`src/rtl/mem_arbiter_pkg.sv`:
```
// Shared types and constants for the two-port memory arbiter.
package mem_arbiter_pkg;

    localparam int unsigned XLEN = 32;

    // Instruction fetches are always full-word reads.
    localparam logic [2:0] IC_F3 = 3'b010;

    typedef enum logic [1:0] {
        ST_IDLE   = 2'd0,
        ST_GNT_IC = 2'd1,
        ST_GNT_DM = 2'd2
    } arb_state_e;

    // Round-robin pick from IDLE: with both pending, the port not served last wins.
    function automatic logic pick_dm(input logic ic_req, input logic dm_req, input logic last_dm);
        return dm_req && (!ic_req || !last_dm);
    endfunction

endpackage

```
`src/rtl/mem_arbiter_if.sv`:
```
// Bundle of requester (I-cache, data) and memory-side signals around the arbiter.
interface mem_arbiter_if;
    import mem_arbiter_pkg::*;

    logic            i_ic_req;
    logic [XLEN-1:0] i_ic_addr;
    logic            o_ic_ready;
    logic [XLEN-1:0] o_ic_rdata;
    logic            o_ic_err;

    logic            i_dm_req;
    logic            i_dm_wen;
    logic [XLEN-1:0] i_dm_addr;
    logic [XLEN-1:0] i_dm_wd;
    logic [2:0]      i_dm_f3;
    logic            o_dm_ready;
    logic [XLEN-1:0] o_dm_rdata;
    logic            o_dm_err;

    logic            o_mem_req;
    logic [XLEN-1:0] o_mem_addr;
    logic [XLEN-1:0] o_mem_wd;
    logic [2:0]      o_mem_f3;
    logic            o_mem_wen;
    logic            i_mem_ready;
    logic [XLEN-1:0] i_mem_rdata;

    // Arbiter side.
    modport slave (
        input  i_ic_req, i_ic_addr,
        output o_ic_ready, o_ic_rdata, o_ic_err,
        input  i_dm_req, i_dm_wen, i_dm_addr, i_dm_wd, i_dm_f3,
        output o_dm_ready, o_dm_rdata, o_dm_err,
        output o_mem_req, o_mem_addr, o_mem_wd, o_mem_f3, o_mem_wen,
        input  i_mem_ready, i_mem_rdata
    );

    // Environment side (core ports and memory model).
    modport master (
        output i_ic_req, i_ic_addr,
        input  o_ic_ready, o_ic_rdata, o_ic_err,
        output i_dm_req, i_dm_wen, i_dm_addr, i_dm_wd, i_dm_f3,
        input  o_dm_ready, o_dm_rdata, o_dm_err,
        input  o_mem_req, o_mem_addr, o_mem_wd, o_mem_f3, o_mem_wen,
        output i_mem_ready, i_mem_rdata
    );

endinterface

```
`src/rtl/mem_arbiter_watchdog.sv`:
```
// Timeout counter: flags a granted transaction that has waited TIMEOUT cycles.
module arb_watchdog #(
    parameter int unsigned TIMEOUT = 64
) (
    input  logic i_clk,
    input  logic i_rst,
    input  logic i_clear,
    input  logic i_enable,
    input  logic i_ready,
    output logic o_expire
);

    localparam int unsigned W = (TIMEOUT > 0) ? $clog2(TIMEOUT + 1) : 1;
    localparam logic [W-1:0] LAST = W'(TIMEOUT - 1);

    logic [W-1:0] cnt_q, cnt_d;

    // Next count: restart on a new grant, advance on each unanswered grant cycle.
    always_comb begin
        cnt_d = cnt_q;
        if (i_clear) begin
            cnt_d = '0;
        end else if (i_enable && !i_ready) begin
            cnt_d = cnt_q + 1'b1;
        end
    end

    // Count register.
    always_ff @(posedge i_clk or posedge i_rst) begin
        if (i_rst) begin
            cnt_q <= '0;
        end else begin
            cnt_q <= cnt_d;
        end
    end

    assign o_expire = (TIMEOUT != 0) && i_enable && !i_ready && (cnt_q == LAST);

endmodule

```
`src/rtl/mem_arbiter.sv`:
```
// Round-robin arbiter sharing one memory bus between I-cache refill and data ports.
module mem_arbiter
    import mem_arbiter_pkg::*;
#(
    parameter int unsigned TIMEOUT = 64
) (
    input  logic         i_clk,
    input  logic         i_rst,
    mem_arbiter_if.slave bus
);

    arb_state_e      state_q, state_d;
    logic            last_gnt_q, last_gnt_d;
    logic [XLEN-1:0] addr_q, addr_d;
    logic [XLEN-1:0] wd_q, wd_d;
    logic [2:0]      f3_q, f3_d;
    logic            wen_q, wen_d;

    logic busy;
    logic expire;
    logic done;
    logic grant_ic;
    logic grant_dm;

    assign busy = (state_q != ST_IDLE);
    assign done = busy && (bus.i_mem_ready || expire);

    arb_watchdog #(
        .TIMEOUT (TIMEOUT)
    ) u_watchdog (
        .i_clk    (i_clk),
        .i_rst    (i_rst),
        .i_clear  (grant_ic || grant_dm),
        .i_enable (busy),
        .i_ready  (bus.i_mem_ready),
        .o_expire (expire)
    );

    // Next-state: arbitration from IDLE, back-to-back handover on completion, field latching.
    always_comb begin
        state_d    = state_q;
        last_gnt_d = last_gnt_q;
        addr_d     = addr_q;
        wd_d       = wd_q;
        f3_d       = f3_q;
        wen_d      = wen_q;
        grant_ic   = 1'b0;
        grant_dm   = 1'b0;

        unique case (state_q)
            ST_IDLE: begin
                if (bus.i_ic_req || bus.i_dm_req) begin
                    if (pick_dm(bus.i_ic_req, bus.i_dm_req, last_gnt_q)) begin
                        grant_dm = 1'b1;
                    end else begin
                        grant_ic = 1'b1;
                    end
                end
            end
            ST_GNT_IC: begin
                if (done) begin
                    if (bus.i_dm_req) begin
                        grant_dm = 1'b1;
                    end else begin
                        state_d = ST_IDLE;
                    end
                end
            end
            ST_GNT_DM: begin
                if (done) begin
                    if (bus.i_ic_req) begin
                        grant_ic = 1'b1;
                    end else begin
                        state_d = ST_IDLE;
                    end
                end
            end
            default: state_d = ST_IDLE;
        endcase

        if (grant_ic) begin
            state_d    = ST_GNT_IC;
            last_gnt_d = 1'b0;
            addr_d     = bus.i_ic_addr;
            wd_d       = '0;
            f3_d       = IC_F3;
            wen_d      = 1'b0;
        end else if (grant_dm) begin
            state_d    = ST_GNT_DM;
            last_gnt_d = 1'b1;
            addr_d     = bus.i_dm_addr;
            wd_d       = bus.i_dm_wd;
            f3_d       = bus.i_dm_f3;
            wen_d      = bus.i_dm_wen;
        end
    end

    // State and latched-transaction registers.
    always_ff @(posedge i_clk or posedge i_rst) begin
        if (i_rst) begin
            state_q    <= ST_IDLE;
            last_gnt_q <= 1'b0;
            addr_q     <= '0;
            wd_q       <= '0;
            f3_q       <= '0;
            wen_q      <= 1'b0;
        end else begin
            state_q    <= state_d;
            last_gnt_q <= last_gnt_d;
            addr_q     <= addr_d;
            wd_q       <= wd_d;
            f3_q       <= f3_d;
            wen_q      <= wen_d;
        end
    end

    // Outputs: memory side from latched fields, completion routed only to the granted port.
    always_comb begin
        bus.o_mem_req  = busy;
        bus.o_mem_addr = addr_q;
        bus.o_mem_wd   = wd_q;
        bus.o_mem_f3   = f3_q;
        bus.o_mem_wen  = busy && wen_q;

        bus.o_ic_ready = 1'b0;
        bus.o_ic_rdata = '0;
        bus.o_ic_err   = 1'b0;
        bus.o_dm_ready = 1'b0;
        bus.o_dm_rdata = '0;
        bus.o_dm_err   = 1'b0;

        if (state_q == ST_GNT_IC) begin
            bus.o_ic_ready = done;
            bus.o_ic_err   = expire;
            bus.o_ic_rdata = bus.i_mem_ready ? bus.i_mem_rdata : '0;
        end else if (state_q == ST_GNT_DM) begin
            bus.o_dm_ready = done;
            bus.o_dm_err   = expire;
            bus.o_dm_rdata = bus.i_mem_ready ? bus.i_mem_rdata : '0;
        end
    end

endmodule

```
`src/flat_wrapper.sv`:
```
// flat-port wrapper written by rule: the top's interface ports become plain ports
module mem_arbiter_flat import mem_arbiter_pkg::*;
#(
    parameter int unsigned TIMEOUT = 64
)
  (i_clk, i_rst, bus_i_ic_req, bus_i_ic_addr, bus_o_ic_ready, bus_o_ic_rdata, bus_o_ic_err, bus_i_dm_req, bus_i_dm_wen, bus_i_dm_addr, bus_i_dm_wd, bus_i_dm_f3, bus_o_dm_ready, bus_o_dm_rdata, bus_o_dm_err, bus_o_mem_req, bus_o_mem_addr, bus_o_mem_wd, bus_o_mem_f3, bus_o_mem_wen, bus_i_mem_ready, bus_i_mem_rdata);
  mem_arbiter_if bus_i ();
  input  logic i_clk;
  input  logic i_rst;
  input wire logic [$bits(bus_i.i_ic_req)-1:0] bus_i_ic_req;
  input wire logic [$bits(bus_i.i_ic_addr)-1:0] bus_i_ic_addr;
  output wire logic [$bits(bus_i.o_ic_ready)-1:0] bus_o_ic_ready;
  output wire logic [$bits(bus_i.o_ic_rdata)-1:0] bus_o_ic_rdata;
  output wire logic [$bits(bus_i.o_ic_err)-1:0] bus_o_ic_err;
  input wire logic [$bits(bus_i.i_dm_req)-1:0] bus_i_dm_req;
  input wire logic [$bits(bus_i.i_dm_wen)-1:0] bus_i_dm_wen;
  input wire logic [$bits(bus_i.i_dm_addr)-1:0] bus_i_dm_addr;
  input wire logic [$bits(bus_i.i_dm_wd)-1:0] bus_i_dm_wd;
  input wire logic [$bits(bus_i.i_dm_f3)-1:0] bus_i_dm_f3;
  output wire logic [$bits(bus_i.o_dm_ready)-1:0] bus_o_dm_ready;
  output wire logic [$bits(bus_i.o_dm_rdata)-1:0] bus_o_dm_rdata;
  output wire logic [$bits(bus_i.o_dm_err)-1:0] bus_o_dm_err;
  output wire logic [$bits(bus_i.o_mem_req)-1:0] bus_o_mem_req;
  output wire logic [$bits(bus_i.o_mem_addr)-1:0] bus_o_mem_addr;
  output wire logic [$bits(bus_i.o_mem_wd)-1:0] bus_o_mem_wd;
  output wire logic [$bits(bus_i.o_mem_f3)-1:0] bus_o_mem_f3;
  output wire logic [$bits(bus_i.o_mem_wen)-1:0] bus_o_mem_wen;
  input wire logic [$bits(bus_i.i_mem_ready)-1:0] bus_i_mem_ready;
  input wire logic [$bits(bus_i.i_mem_rdata)-1:0] bus_i_mem_rdata;
  assign bus_i.i_ic_req = bus_i_ic_req;
  assign bus_i.i_ic_addr = bus_i_ic_addr;
  assign bus_o_ic_ready = bus_i.o_ic_ready;
  assign bus_o_ic_rdata = bus_i.o_ic_rdata;
  assign bus_o_ic_err = bus_i.o_ic_err;
  assign bus_i.i_dm_req = bus_i_dm_req;
  assign bus_i.i_dm_wen = bus_i_dm_wen;
  assign bus_i.i_dm_addr = bus_i_dm_addr;
  assign bus_i.i_dm_wd = bus_i_dm_wd;
  assign bus_i.i_dm_f3 = bus_i_dm_f3;
  assign bus_o_dm_ready = bus_i.o_dm_ready;
  assign bus_o_dm_rdata = bus_i.o_dm_rdata;
  assign bus_o_dm_err = bus_i.o_dm_err;
  assign bus_o_mem_req = bus_i.o_mem_req;
  assign bus_o_mem_addr = bus_i.o_mem_addr;
  assign bus_o_mem_wd = bus_i.o_mem_wd;
  assign bus_o_mem_f3 = bus_i.o_mem_f3;
  assign bus_o_mem_wen = bus_i.o_mem_wen;
  assign bus_i.i_mem_ready = bus_i_mem_ready;
  assign bus_i.i_mem_rdata = bus_i_mem_rdata;
  mem_arbiter #(.TIMEOUT(TIMEOUT)) u_core (.i_clk(i_clk), .i_rst(i_rst), .bus(bus_i));
endmodule
```
`config.mk`:
```
export PLATFORM = sky130hd
export DESIGN_NAME = mem_arbiter_flat
export DESIGN_NICKNAME = d
export VERILOG_FILES = /design/src/rtl/mem_arbiter_pkg.sv /design/src/rtl/mem_arbiter_if.sv /design/src/rtl/mem_arbiter_watchdog.sv /design/src/rtl/mem_arbiter.sv /design/src/flat_wrapper.sv
export SDC_FILE = /design/constraint.sdc
export NUM_CORES = 1
export LEC_CHECK = 0
export CORE_UTILIZATION = 35
export DETAILED_ROUTE_END_ITERATION = 6
export GPL_TIMING_DRIVEN = 1
export PLACE_DENSITY = 0.85
export SETUP_SLACK_MARGIN = 0.5
export SLEW_MARGIN = 20
export SYNTH_ARGS = -nofsm -noshare
export SYNTH_HDL_FRONTEND = slang
export SYNTH_SLANG_ARGS = --single-unit
```
`constraint.sdc`:
```
create_clock -name i_clk -period 6 [get_ports i_clk]
set_clock_uncertainty 0.05 [all_clocks]
set_input_delay 0.9 -clock i_clk [delete_from_list [all_inputs] [get_ports i_clk]]
set_output_delay 0.9 -clock i_clk [all_outputs]
set_load 0.1 [all_outputs]
```
== Yosys cells after proc, flatten, opt, wreduce, memory -nomap -nowiden ==
Cells that the tools add are included.

* Reduce and logical (&&, ||, !) cells: 17
* Shifts and indexed selects: 0
* Muxes and demuxes: 39
* Add/sub/neg operators: 1
* Equality and inequality tests: 8
* Bitwise gates (word level): 0
* $mul: 0
* $lt $le $gt $ge: 0
* Div/mod/pow operators: 0

{| class="wikitable"
|+ Operator list
! operator !! number
|-
| 32-bit two-way mux || 8
|-
| 1-bit two-way mux || 18
|-
| 7-bit two-way mux || 2
|-
| 2-bit two-way mux || 6
|-
| 4-bit by 1-bit != test with 1-bit output, second input constant || 2
|-
| 4-bit by 2-bit != test with 1-bit output, second input constant || 2
|-
| 7-bit by 1-bit adder with 7-bit output, second input constant || 1
|-
| 7-bit by 6-bit equality test with 1-bit output, second input constant || 1
|-
| 3-bit two-way mux || 2
|-
| 2-bit case mux with 3 select lines || 1
|-
| 2-bit nonzero test || 3
|-
| 1-bit logical AND || 5
|-
| 5-bit AND reduction || 1
|-
| 1-bit logical OR || 4
|-
| 1-bit case mux with 2 select lines || 2
|-
| 1-bit logical NOT || 3
|-
| 3-bit by 1-bit != test with 1-bit output, second input constant || 1
|-
| 2-bit by 1-bit equality test with 1-bit output, second input constant || 1
|-
| 2-bit equality test, second input constant || 1
|-
| 2-bit logical NOT || 1
|}

* Bits of input ports: 137
* Memory bits (read-only): 0
* Memories: 0
* Logic and storage cells: 72
* Output and inout port bits: 137
* RAM bits: 0
* Bits in registers: 78
* Bits in latches: 0

== Logic depth before layout (Yosys ltp) ==
* Word-level depth: 9
* Gate-level depth with buffers: 9

== Modules after synthesis ==
A second synthesis with hierarchy kept.

* Cell total of the unflattened synthesis: 392
* Area, all modules: 3,687.3 sq um

{| class="wikitable"
|+ Modules (own cells, without submodules)
! module !! area each (sq um) !! times used !! cells each
|-
| mem_arbiter || 3,313.2 || 1 || 354
|-
| arb_watchdog || 374.1 || 1 || 38
|}

== Least setup slack after synthesis ==
Ideal clock, no wire load.

* Path type: input-to-output
* Start: input bus_i_mem_ready
* End: output bus_o_dm_err
* Buffers on the path: 3
* Required time: 5,050 ps
* Arrival time: 4,026 ps
* Stages: 6
* Setup slack: 1,024 ps
* Cell sequence: buf_2 -> o21bai_4 -> or3_1 -> buf_2 -> clkbuf_1 -> nor3_1

* Word-level cells in the longest chain between the ends: 5

{| class="wikitable"
|+ Ends and longest elaborated chain
! element !! RTL line !! text
|-
| from (decl) || flat_wrapper.sv:28 || <nowiki>input wire logic [$bits(bus_i.i_mem_ready)-1:0] bus_i_mem_ready;</nowiki>
|-
| 1-bit logical NOT || mem_arbiter_watchdog.sv:37 || <nowiki>assign o_expire = (TIMEOUT != 0) && i_enable && !i_ready && (cnt_q == LAST);</nowiki>
|-
| 1-bit logical AND (2 in a row) || mem_arbiter_watchdog.sv:37 ||
|-
| 1-bit two-way mux || mem_arbiter.sv:136 || <nowiki>end else if (state_q == ST_GNT_DM) begin</nowiki>
|-
| 1-bit two-way mux || mem_arbiter.sv:132 || <nowiki>if (state_q == ST_GNT_IC) begin</nowiki>
|-
| to (decl) || flat_wrapper.sv:22 || <nowiki>output wire logic [$bits(bus_i.o_dm_err)-1:0] bus_o_dm_err;</nowiki>
|}

Every way passes these cells.

== Final worst setup path ==
* Start: input bus_i_mem_ready
* End: output bus_o_dm_rdata[15]

* Word-level cells in the longest chain between the ends: 3

{| class="wikitable"
|+ Ends and longest elaborated chain
! element !! RTL line !! text
|-
| 32-bit two-way mux || mem_arbiter.sv:139 || <nowiki>bus.o_dm_rdata = bus.i_mem_ready ? bus.i_mem_rdata : '0;</nowiki>
|-
| 32-bit two-way mux || mem_arbiter.sv:136 ||
|-
| 32-bit two-way mux || mem_arbiter.sv:132 ||
|-
| to (decl) || flat_wrapper.sv:21 || <nowiki>output wire logic [$bits(bus_i.o_dm_rdata)-1:0] bus_o_dm_rdata;</nowiki>
|}

Every way passes these cells.

==> impl_metrics.json <==
{
  "startpoint_type": "primary input",
  "syn-cell-area_sq_mm": 0.00454,
  "relSlewSlack_pct": 29.6,
  "hold_path.class": "reg2reg",
  "antenna_found_initial": 0,
  "synth_top_area_share_pct": 43.0,
  "cp.arrival_ns": 2.92,
  "cts.path.max_buffers": 2,
  "hold_viol_final": 0,
  "firstDrtPassIters": 5,
  "yosys.area.top_type": "dfrtp_1",
  "dp_cells": 886,
  "post-route-period-util_pct": 64.5,
  "syn_avg_cell_area_sq_um": 9.40,
  "drive_gt1_share_pct": 9.32,
  "yosysWarnings": 0,
  "rsz0062_at_grt": "false",
  "cts_tree": "built",
  "r2r_end": "u_core.bus.o_mem_wd[30]",
  "overflow": 0,
  "die_h_um": 116,
  "wl_per_cell_um": 17.7,
  "cts_setup_buffers": 0,
  "cp_max_fo": 36,
  "reg2regPathDepth": 6,
  "die_area_sq_mm": 0.0134,
  "synth_edf_count": 0,
  "dr.first_iter.drc_count": 413,
  "cts_num_sinks": 78,
  "critPathKind": "in2out",
  "status": "finished clean",
  "synthCells": 483,
  "grt_pass1_wl_mm": 24.4,
  "core.rowCount": 41,
  "pre_cts_slack_ns": 1.32,
  "stdcell_count": 902,
  "die_x_um": 116,
  "min_to": "u_core.bus.o_mem_addr[6]",
  "via_per_inst": 5.36,
  "final_antenna_net_count": 0,
  "cts_max_level": 3,
  "start_util_pct": 36.0,
  "hold_depth": 1,
  "top_level_ports": 274,
  "root_buffer": "clkbuf_16",
  "synthArstFlopShare_pct": 100,
  "finalSetupViolations": 0,
  "cp.required_ns": 5.05,
  "tns_ns": 0,
  "ys_ff_latch": 78,
  "cts_buffers": 9,
  "final_area_sq_mm": 0.00760,
  "routed_wl_mm": 16.0,
  "n_antenna_cell": 0,
  "drc": 0,
  "clk_latency_ns": 0.32,
  "grt_max_degree": 79,
  "seq_area_frac_synth_pct": 43.0,
  "layout_setup_ws_ns": 2.13,
  "ys_types": 45,
  "clk_pin_slew_worst_paths_ns": 0.05,
  "synth_fp_nets": 621,
  "gp_congestion": 0.898,
  "fmax_mhz": 258,
  "io_buffers": 273,
  "worstMarginPinSlew_ns": 1.06,
  "cts_hold_buffers": 0,
  "grt_pass1_vias": 4840,
  "track_usage_pct": 23.0,
  "slew_violations": 0,
  "max-cap-violations": 0,
  "endpoint_kind": "primary output",
  "syn2layout_area_growth_pct": 67.5,
  "hold_start": "u_core.bus.o_mem_addr[6]",
  "n_fill_cell": 1058,
  "yosys-top-cells-area": "dfrtp_1, o31ai_2, a221o_1",
  "dpl.hpwl_mm": 11.1,
  "core-area_sq_mm": 0.0126,
  "reg2reg_setup_slack_ns": 3.12,
  "synthFlopType": "dfrtp_1",
  "cts_resized": 0,
  "r2r_start": "u_core.state_q[0]",
  "placed_area_sq_mm": 0.00734,
  "vias": 4833,
  "layout_min_cycle_time_ns": 3.87,
  "nNetsFinal": 864
}
[cell usage after synthesis, drive strengths merged, types with 3 or more instances]
cell and count:
a221o 32, a22oi 32, buf 22, clkbuf 28
dfrtp 78, inv 39, nand2 35, nor2 76
nor3 5, o21ai 36, o21bai 4, o2bb2ai 32
o31ai 35, or2 3, xnor2 5
[critical path, stage by stage]
cell	delay, ns
buf_2	0.48
nand2_1	0.17
nor2_1	0.17
clkdlybuf4s50_1	1.18
[logic make-up after synthesis]
group / Yosys count / synth area share, %
AO/OA/AOI/OAI: 178 / 34.1
XOR/XNOR: 6 / 1.16
adder cells (fa/ha/maj): 1 / 0.276
buffers and inverters: 89 / 8.82
flip-flops: 78 / 43.0
multiplexers: 1 / 0.220
AND/OR/NAND/NOR: 130 / 12.5
[registers in the layout, summed over array words and instances (netlist names)]
register and flops:
u_core.bus.o_mem_addr 32, u_core.bus.o_mem_wd 32, u_core.u_watchdog.cnt_q 7, u_core.bus.o_mem_f3 3
u_core.state_q 2, u_core.last_gnt_q 1, u_core.wen_q 1
[placed cells by master, fill, tap and decap left out, types with 2 or more instances in the layout]
| master | count |
|---|---|
| a221o_1 | 32 |
| a22oi_1 | 32 |
| buf_4 | 10 |
| buf_6 | 3 |
| clkbuf_1 | 4 |
| clkbuf_16 | 9 |
| clkdlybuf4s50_1 | 268 |
| clkinv_2 | 3 |
| dfrtp_1 | 78 |
| inv_1 | 37 |
| nand2_1 | 34 |
| nand3_1 | 2 |
| nor2_1 | 76 |
| nor3_1 | 4 |
| nor4bb_4 | 2 |
| o21ai_0 | 35 |
| o21bai_1 | 3 |
| o2bb2ai_1 | 32 |
| o31ai_1 | 6 |
| o31ai_2 | 28 |
| xnor2_1 | 5 |
[layer usage]
layer  up-vias  global-route usage, %  routed length [um]
met1      2337                   28.3                6560
met5         -                      0                   0
met3        28                   6.07                1250
li1       2232                      -                   -
met4         0                   7.61                 285
met2       236                   39.1                7850
[worst max path at each step]
stage	startpoint	end	slack, ns	cells past startpoint
after floorplan	bus_i_mem_ready	bus_o_dm_err	1.02	6
after global placement	bus_i_mem_ready	bus_o_dm_rdata[20]	1.39	4
after detailed placement	bus_i_mem_ready	bus_o_dm_rdata[15]	1.32	4
after CTS	bus_i_mem_ready	bus_o_dm_rdata[20]	1.30	4
after global routing	bus_i_mem_ready	bus_o_dm_rdata[31]	2.02	4
final	bus_i_mem_ready	bus_o_dm_rdata[15]	2.13	4
[final cells by class]
type,instances,area [sq um],share of cell area (%)
inverters,39,148,1.94
multi-input cells,316,2240,29.5
clock inverters,2,10.0,0.132
well taps,172,215,2.83
repair buffers,282,2800,36.8
flip-flops and latches,78,1950,25.7
clock buffers,13,240,3.16
[stage by stage]
step,utilization (%),hold slack [ns]
finish,60.3,0.462
detailed placement,58.2,0.444
global route,60.3,0.469
global placement,58.1,0.441
CTS,60.2,0.465
floorplan,-,0.447
Power is not shown: default switching activity piles up to over one toggle a cycle in this logic, so the estimate is an artifact.
